### src/rtl/cpu_pkg.sv
// cpu_pkg: shared CPU-wide constants and types for the 19-bit pipelined CPU.
// Used by the register file, the decode and control blocks, and immediate
// extension.
//   WIDTH      datapath width (19)
//   ADDR_W     register address width (3)
//   NUM_REGS   architectural register count (8 = 2**ADDR_W)
//   word_t     one datapath word
//   reg_addr_t one register index
package cpu_pkg;
    localparam int WIDTH    = 19;
    localparam int ADDR_W   = 3;
    localparam int NUM_REGS = 8;

    typedef logic [WIDTH-1:0]  word_t;
    typedef logic [ADDR_W-1:0] reg_addr_t;
endpackage

### src/rtl/regfile_wr_decode.sv
// regfile_wr_decode: one-hot write decoder for the register file. It gates
// the write enable into one enable per register.
// Ports:
//   en   in   write enable (regwriteW)
//   addr in   destination register index
//   sel  out  one-hot per-register write enable; all zero when en=0
module regfile_wr_decode
    import cpu_pkg::*;
#(
    parameter int A_W = cpu_pkg::ADDR_W,
    parameter int N   = cpu_pkg::NUM_REGS
) (
    input  logic           en,
    input  logic [A_W-1:0] addr,
    output logic [N-1:0]   sel
);

    for (genvar i = 0; i < N; i++) begin : g_sel
        assign sel[i] = en && (addr == A_W'(i));
    end

endmodule

### src/rtl/register_file.sv
// register_file: 8 x 19-bit general-purpose register file. It has two
// combinational read ports and one synchronous write port. Register 0 is an
// ordinary register.
// Ports:
//   clk       in   clock; writes happen on the rising edge
//   rst       in   asynchronous active-low reset; clears every register
//   wE3       in   write enable from writeback
//   A1, A2    in   read addresses
//   A3        in   write address
//   wD3       in   write data
//   RD1, RD2  out  read data (zero-cycle latency)
// Optional feature macro: REGFILE_BYPASS_EN. When it is defined, a write in
// flight forwards to a read port with a matching address in the same cycle.
// When it is undefined, a read in the same cycle as a write to the same
// address returns the old value.
module register_file
    import cpu_pkg::*;
#(
    parameter int WIDTH    = cpu_pkg::WIDTH,
    parameter int ADDR_W   = cpu_pkg::ADDR_W,
    parameter int NUM_REGS = cpu_pkg::NUM_REGS   // must equal 2**ADDR_W
) (
    input  logic              clk,
    input  logic              rst,
    input  logic              wE3,
    input  logic [ADDR_W-1:0] A1,
    input  logic [ADDR_W-1:0] A2,
    input  logic [ADDR_W-1:0] A3,
    input  logic [WIDTH-1:0]  wD3,
    output logic [WIDTH-1:0]  RD1,
    output logic [WIDTH-1:0]  RD2
);

    logic [NUM_REGS-1:0]            wr_sel;
    logic [NUM_REGS-1:0][WIDTH-1:0] regs;

    regfile_wr_decode #(.A_W(ADDR_W), .N(NUM_REGS)) u_wr_decode (
        .en   (wE3),
        .addr (A3),
        .sel  (wr_sel)
    );

    for (genvar i = 0; i < NUM_REGS; i++) begin : g_reg
        always_ff @(posedge clk or negedge rst) begin
            if (!rst)
                regs[i] <= '0;
            else if (wr_sel[i])
                regs[i] <= wD3;
        end
    end

    // Addresses cover exactly NUM_REGS entries, so these indexes never go
    // out of range. While reset is held, every entry is zero, so no extra
    // gating is needed on the stored path.
`ifdef REGFILE_BYPASS_EN
    always_comb begin
        RD1 = regs[A1];
        RD2 = regs[A2];
        if (rst && wE3 && (A3 == A1)) RD1 = wD3;
        if (rst && wE3 && (A3 == A2)) RD2 = wD3;
    end
`else
    assign RD1 = regs[A1];
    assign RD2 = regs[A2];
`endif

endmodule

### config.mk
export PLATFORM = sky130hd
export DESIGN_NAME = register_file
export DESIGN_NICKNAME = d
export VERILOG_FILES = /design/src/rtl/cpu_pkg.sv /design/src/rtl/regfile_wr_decode.sv /design/src/rtl/register_file.sv
export SDC_FILE = /design/constraint.sdc
export NUM_CORES = 1
export LEC_CHECK = 0
export ABC_AREA = 1
export CORE_ASPECT_RATIO = 1.1
export CORE_UTILIZATION = 59
export DETAILED_ROUTE_END_ITERATION = 6
export GPL_ROUTABILITY_DRIVEN = 0
export MAX_ROUTING_LAYER = met4
export PLACE_DENSITY = 0.82
export SLEW_MARGIN = 10
export SYNTH_ARGS = -nofsm -noshare
export SYNTH_HDL_FRONTEND = slang
export SYNTH_HIERARCHICAL = 1
export SYNTH_SLANG_ARGS = --single-unit
### constraint.sdc
create_clock -name clk -period 1.19 [get_ports clk]
set_clock_uncertainty 0.05 [all_clocks]
set_input_delay 0.119 -clock clk [delete_from_list [all_inputs] [get_ports clk]]
set_output_delay 0.119 -clock clk [all_outputs]
set_load 0.005 [all_outputs]
## Yosys cells after proc, flatten, opt, wreduce, memory -nomap -nowiden

Cells that the tools add are included.
W data, S select, Z words.

- Memories: 0
- Bits in registers: 152
- Logic and storage cells: 30
- Bits in read-only memories: 0
- RAM bits: 0
- Output and inout port bits: 38
- Bits in latches: 0
- Input bits: 31

- Order comparisons: 2
- Bitwise logic cells: 0
- Add/sub/neg operators: 0
- Shift-type cells: 0
- Equal/unequal tests: 7
- Muxes and demuxes: 4
- Divide/modulo/power cells: 0
- Reductions and logical operators: 9
- Multipliers: 0

Operator list:

| kind | number |
|---|---|
| $bmux W19 S3 | 2 |
| $mux W19 | 2 |
| $eq A3 B3 Y1 const B | 4 |
| $logic_and A1 B1 Y1 | 8 |
| $lt A3 B4 Y1 const B | 2 |
| $eq A3 B2 Y1 const B | 2 |
| $eq A3 B1 Y1 const B | 1 |
| $logic_not A3 Y1 | 1 |

## Longest topological paths before layout

Gate-level depths: netlist (run 1).

- Depth after elaboration: 2
- Gate-level depth with buffers: 9

## Modules after synthesis

Netlist (run 1), hierarchy kept.

By module, submodules not included:

| module | sequential area each (um2) | cells an instance | area an instance (um2) | instances |
|---|---|---|---|---|
| register_file | 3,803.6 | 1,367 | 8,938.6 | 1 |
| regfile_wr_decode | 0.0 | 17 | 63.8 | 1 |

## Worst setup path before layout (run 1)

Ideal clock, no wire load.

- Path type: input to register
- Start point: input A3[2]
- End point: register regs[36] (netlist name)
- Data required time: 1.012 ns
- Path slack: 0.136 ns
- Stages: 6
- Data arrival time: 0.876 ns
- Buffers on the path: 2
- Cells stage by stage: inv_1 nand2_1 nor2_1 clkbuf_1 buf_2 o21ai_0

- Cells in the longest elaborated chain, start to end: 2

RTL lines:

| item | line | text |
|---|---|---|
| start, declared | register_file.sv:28 | `input logic [ADDR_W-1:0] A3,` |
| $eq A3 B1 Y1 | regfile_wr_decode.sv:19 | `assign sel[i] = en && (addr == A_W'(i));` |
| $logic_and A1 B1 Y1 | regfile_wr_decode.sv:19 |  |
| via wr_sel[1] | register_file.sv:34 | `logic [NUM_REGS-1:0] wr_sel;` |
| end signal, assigned by index | register_file.sv:48 | `regs[i] <= wD3;` |
| end, declared | register_file.sv:35 | `logic [NUM_REGS-1:0][WIDTH-1:0] regs;` |

The timed path passes the listed nets, and every way through them passes these cells.
A chain may end at the register's enable or synchronous reset.

## Worst setup path in the final report (run 1)

- Start point: register regs[88] (netlist name)
- End point: output RD2[12]

- Cells in the longest elaborated chain, start to end: 2

RTL lines:

| item | line | text |
|---|---|---|
| $bmux W19 S3 | register_file.sv:64 | `assign RD2 = regs[A2];` |
| $mux W19 (not written as such) | register_file.sv:64 |  |
| end, declared | register_file.sv:31 | `output logic [WIDTH-1:0] RD2` |

Every way passes these cells. The select of a mux whose other input is x is not followed.

==> results of run 1 <==
power breakdown:
| group | total, uW | leakage (uW) | switching [uW] | internal [uW] |
|---|---|---|---|---|
| logic | 5530 | 0.00374 | 3250 | 2280 |
| registers | 6720 | 0.00185 | 476 | 6240 |
| clock network | 5620 | 0.000281 | 2260 | 3360 |
| total | 17900 | 0.00587 | 5990 | 11900 |
area by class of cell:
type	instances	area, sq um
multi-input combinational	964	4410
sequential	152	3800
fill	1055	3180
timing repair buffer	204	1830
inverter	161	604
clock buffer	18	439
tap	192	240
clock inverter	14	175
worst reg2reg max path, cell delays in order (launching register included):
cell and delay (ns):
dfrtp_1 0.35, inv_2 0.05, buf_4 0.13, buf_4 0.12, buf_4 0.12, o21ai_0 0.17
what timing repair did:
item                                    in CTS  in global routing
buffers inserted                            28                 20
endpoints found under the setup margin      38                 92
pin swaps                                  117                101
gates resized for setup                    299                114
hold endpoints to repair                   152                  0
hold buffers                                 1                  0
cloned                                       0                  0
cell families after synthesis:
family,count (synthesis),synth area share
flip-flops,152,0.423
AND/OR/NAND/NOR,812,0.360
AO/OA/AOI/OAI,152,0.0845
buffers and inverters,268,0.133
cells in the final DEF, fill, tap and decap left out, types with 2 or more instances in the layout:
master           netlist  layout
clkdlybuf4s50_1        0      25
nand3_2                0      40
o21ai_0              152     152
buf_2                 65      38
nand2_1              652     582
nor2_2                 0       5
nand3_1              152     112
buf_4                  6     109
clkbuf_16              0      17
nand2_2                0      70
dfrtp_1              152     152
clkinv_4               0       3
buf_6                 12       7
inv_1                157      13
inv_2                  2     146
clkinv_1               2       2
clkinvlp_4             0       6
buf_12                 0      24
nor2_4                 0       3
bufinv_16              0       3
layer usage:
layer	share of wire	vias up	GRT usage
met3	0.10	132	0.0677
met4	0.048	0	0.224
met2	0.48	634	0.605
li1	-	4458	-
met5	0	-	-
met1	0.38	4432	0.467
per-stage QoR:
| step | std cells | instance area (sq um) |
|---|---|---|
| 2_1_floorplan | 1384 | 9000 |
| 3_3_place_gp | 1624 | 10300 |
| 3_5_place_dp | 1624 | 10300 |
| 4_1_cts | 1685 | 11000 |
| 5_1_grt | 1705 | 11500 |
| 6_report | 1705 | 11500 |
final timing paths:
| check | from | endpoint | cells after the start |
|---|---|---|---|
| worst max-delay path | regs[88] | RD2[12] | 7 |
| worst min-delay path | rst | regs[16] | 2 |
| worst max register to register | regs[103] | regs[103] | 5 |
| worst min register to register | regs[138] | regs[138] | 2 |
| max in group asynchronous | rst | regs[140] | 3 |
| min in group clk | wD3[10] | regs[124] | 4 |
==> qor.txt, run 1 <==
Status = complete, but fails checks
Failing checks = negative setup slack
Vias = 9,656
Critical Path AT = 1.39 ns
Core footprint = 0.0147 sq mm
Reg2Reg Setup Slack = 0.12 ns
Count leader, synth = nand2_1
Layout cell share with drive strength beyond 1 = 0.313
Post-synthesis register bit count = 152
Clk Latency, worst-skew pair = 0.43 ns
Die Y = 132 microns
Iter 0 DRT Violations = 1,155
TritonCTS Buffers = 17
Top cells by area, synth = dfrtp_1, nand2_1, nand3_1
Pre-antenna DRT Iters = 6
Antenna violations before repair = 0
VDD IR max = 1030 uV
Top FF cell, synth = dfrtp_1
Final net count = 1,531
DP Wirelength = 17,700 microns
Die Wd = 120 microns
Biggest register = regs
Max reg flops = 152
Power per standard cell area = 1550 mW/mm^2
Die area = 0.0158 sq mm
Max_slew headroom = 0.742
Drt via density = 5.66
RSZ-0062 raised after global routing = yes
Setup slack after layout = -0.368 ns
Register area share after synthesis = 0.423
Top cells by count, synth = nand2_1, inv_1, dfrtp_1, nand3_1, o21ai_0
Max-cap check violation count = 0
Routed Antenna Nets = 0
CTS max path bufs = 2
# IOs = 69
Period utilisation layout = 1.31
N_diodes = 0
Slew at the pin with the worst max-slew slack = 0.386 ns
CTS H-Tree Depth = 4
# setup viols final = 38
Ys Warns = 6
Yosys top cell by area = dfrtp_1
TritonCTS clock tree = done
Utilization after layout = 0.784
Grt ovf = 0
Area growth from synthesis to layout = 27.7%
Syn_area_per_cell = 6.50 sq um
# port buffers = 68
Setup tns final = -11.80 ns
Fmax = 642 MHz
GRT Total Usage = 0.386
Delay-heaviest family, CP = simple AND/OR/NAND/NOR gates
First-pass GRT wire length = 45,800 microns
Post-synth ARST share = 1.00
Slew Viols, Final = 0
Cells along the critical path = inv_1 > nand2_1 > nand3_1 > nand2_2 > nand2_1 > nand2_1 > buf_2
Vias in the first global route = 9,242
Unique masters post-synth = 12
Clock-pin slew of the registers on the worst-case setup and hold paths = 0.06 ns
CP startpoint kind = register
Largest net degree at the start of global routing = 58
Pre-CTS setup slack = -0.553 ns
Remaining DRCs = 0
Crit-path slowest cell = dfrtp_1
CP Buf/Inv Count = 2
Total power = 17,900 uW
Avg WL per Cell = 17.3 microns
Initial cell density of the core = 0.613
Critical path required time = 1.02 ns
Post-synth net total = 1,415
WL final = 29,500 microns
Top flop regs = regs (152)
Worst-path maximum fanout = 3
Slowest cell delay on critical path = 0.36 ns
Most Frequent Cell on Critical Path = nand2_1
Post-Syn Instances = 1,384
Hold crit path type = primary input to async pin
Clk sinks = 152
Hold_ws = 0.0249 ns
Fin. Hold Viols = 0
Endpoint type of the worst setup path = output pin
CTS Root Cell = clkbuf_16
Row count = 46
Critical setup path kind = register to output pin
Min Tclk post-route = 1.56 ns
Synth Cell Area = 0.00900 sq mm
Post-synth top area share = 0.423
Post-synth EDFFs = 0
Leak = 0.00587 uW
Power figures use the tool's default switching activity.
==> run 2: changes to the inputs <==
- CELL_PAD_IN_SITES_DETAIL_PLACEMENT: unset -> 0
- CELL_PAD_IN_SITES_GLOBAL_PLACEMENT: unset -> 1
- CORE_UTILIZATION: 59 -> 42
==> run 2 against run 1 <==
Against the previous run:
- the run still ends with negative setup slack left
- first-iteration DRC count decreased by 48%
- register-to-register slack better by 0.06 ns
- routed wire length is 3.9% higher
- clock power grew 2%
- largest power group unchanged
==> qor.txt, run 2 (synthesis gave the netlist of run 1 again) <==
Status = complete, but fails checks
Failing checks = negative setup slack
CTS max path bufs = 2 (unchanged)
N_diodes = 0 (unchanged)
Min Tclk post-route = 1.52 ns (-0.0386 ns)
Hold crit path type = primary input to async pin
Endpoint type of the worst setup path = output pin
Vias in the first global route = 8,546 (-7.5%)
CTS Root Cell = clkbuf_16
Iter 0 DRT Violations = 600 (-48%)
Most common cell after layout, fill and taps aside = nand2_1
Avg WL per Cell = 17.1 microns (-1.5%)
GRT Total Usage = 0.292 (-0.0932)
Slew at the pin with the worst max-slew slack = 0.406 ns (+0.0198 ns)
Final net count = 1,532 (+0.065%)
CP startpoint kind = register
Setup tns final = -11.30 ns (+0.501 ns)
Reg2reg end = regs[106]
Reg2Reg Setup Slack = 0.18 ns (+0.06 ns)
# IOs = 69 (unchanged)
Clk Latency, worst-skew pair = 0.42 ns (about the same)
RSZ-0062 raised after global routing = yes
Critical setup path kind = register to output pin
Max-cap check violation count = 0 (unchanged)
Power per standard cell area = 1510 mW/mm^2 (-2.7%)
Fmax = 658 MHz (+2.5%)
CTS H-Tree Depth = 4 (unchanged)
# setup viols final = 38 (unchanged)
Clk sinks = 152 (unchanged)
Remaining DRCs = 0 (unchanged)
Routed Antenna Nets = 0 (unchanged)
Fin. Hold Viols = 0 (unchanged)
Pre-CTS setup slack = -0.536 ns (+0.0169 ns)
DP Wirelength = 18,400 microns (+4.1%)
Die area = 0.0220 sq mm (+40%)
Grt ovf = 0 (unchanged)
Largest net degree at the start of global routing = 66 (+14%)
TritonCTS Buffers = 17 (unchanged)
Max reg flops = 152 (unchanged)
Pre-antenna DRT Iters = 5 (-1)
Worst-path maximum fanout = 3 (unchanged)
Beginning of the critical path = regs[85]
VDD IR max = 1070 uV (+3.9%)
Core footprint = 0.0208 sq mm (+42%)
Drt via density = 5.06 (-11%)
Max_slew headroom = 0.728 (-0.0133)
TritonCTS clock tree = done
Slew Viols, Final = 0 (unchanged)
Die Y = 156 microns (+18%)
Antenna violations before repair = 0 (unchanged)
WL final = 30,700 microns (+3.9%)
R2R cell count = 5 (unchanged)
Period utilisation layout = 1.28 (-0.0325)
First-pass GRT wire length = 47,600 microns (+3.9%)
Most frequent cells in the layout = nand2_1, o21ai_0, dfrtp_1
Biggest register = regs
Die Wd = 142 microns (+18%)
Layout cell share with drive strength beyond 1 = 0.359 (+0.0456)
Initial cell density of the core = 0.433 (-0.180)
Vias = 9,090 (-5.9%)
Leak = 0.00599 uW (+2.1%)
Clock-pin slew of the registers on the worst-case setup and hold paths = 0.07 ns (about the same)
Setup slack after layout = -0.330 ns (+0.0386 ns)
# port buffers = 68 (unchanged)
Top flop regs = regs (152)
Placed cells = 1,702 (+4.8%)
Row count = 55 (+20%)
Area growth from synthesis to layout = 32.7%
Critical path required time = 1.02 ns (about the same)
Count of non-filler cells in the finished layout = 1,798 (+5.5%)
Post-route cell area = 0.0119 sq mm (+3.9%)
Critical Path AT = 1.35 ns (-0.04 ns)
Placed instance area = 0.0103 sq mm (+0.28%)
Reg2reg start = regs[106]
run 2: changes by cell type in the layout (fill, tap and decap cells not counted), moves of 5 or more:
cell and change:
nand2_2 +32, nand3_1 -35, nand3_2 +35, buf_6 -5, nand2_1 -33
run 2: layout make-up:
type,instances,area (sq um)
sequential,152,3800
clock buffer,19,443
timing repair buffer,205,1900
tap,285,357
fill,2072,8830
clock inverter,12,166
inverter,161,604
multi-input combinational,964,4680
run 2: timing repair:
action,CTS,global route
resized for setup,325,160
setup buffers,27,34
endpoints found under the setup margin,38,60
pin swaps,125,96
hold endpoints to repair,152,0
cloned,0,3
hold buffers,1,0
run 2: worst max-delay path by stage:
stage	endpoint	cells after the start
CTS	RD2[10]	7
detailed placement	RD1[17]	5
floorplan	regs[36]	6
global placement	RD2[17]	6
global route	RD2[10]	7
finish	RD2[9]	7
run 2: per-layer routing:
| layer | global-route usage | up-vias | wire length (microns) |
|---|---|---|---|
| li1 | - | 4461 | - |
| met1 | 0.390 | 4268 | 13600 |
| met2 | 0.456 | 301 | 14500 |
| met3 | 0.0396 | 60 | 1680 |
| met4 | 0.106 | 0 | 881 |
| met5 | - | - | 0 |
run 2: stage by stage:
step | power, uW | hold slack [ns] | utilization
2_1_floorplan | 9280 | -0.227 | -
3_3_place_gp | 11100 | -0.110 | 0.496
3_5_place_dp | 11200 | -0.108 | 0.496
4_1_cts | 17300 | 0.00129 | 0.535
5_1_grt | 19100 | 0.0128 | 0.575
6_report | 18100 | 0.0186 | 0.575
run 2: critical path, cell delays in order, from the launching register on:
cell,delay [ns]
dfrtp_1,0.37
inv_2,0.06
nand2_1,0.04
nand3_1,0.08
nand2_1,0.08
nand2_1,0.08
nand2_1,0.07
buf_2,0.13
run 2: power by group:
group          switching [uW]  leakage (uW)  internal, uW
Combinational            3270       0.00385          2360
Clock                    2350      0.000291          3390
Sequential                450       0.00185          6240
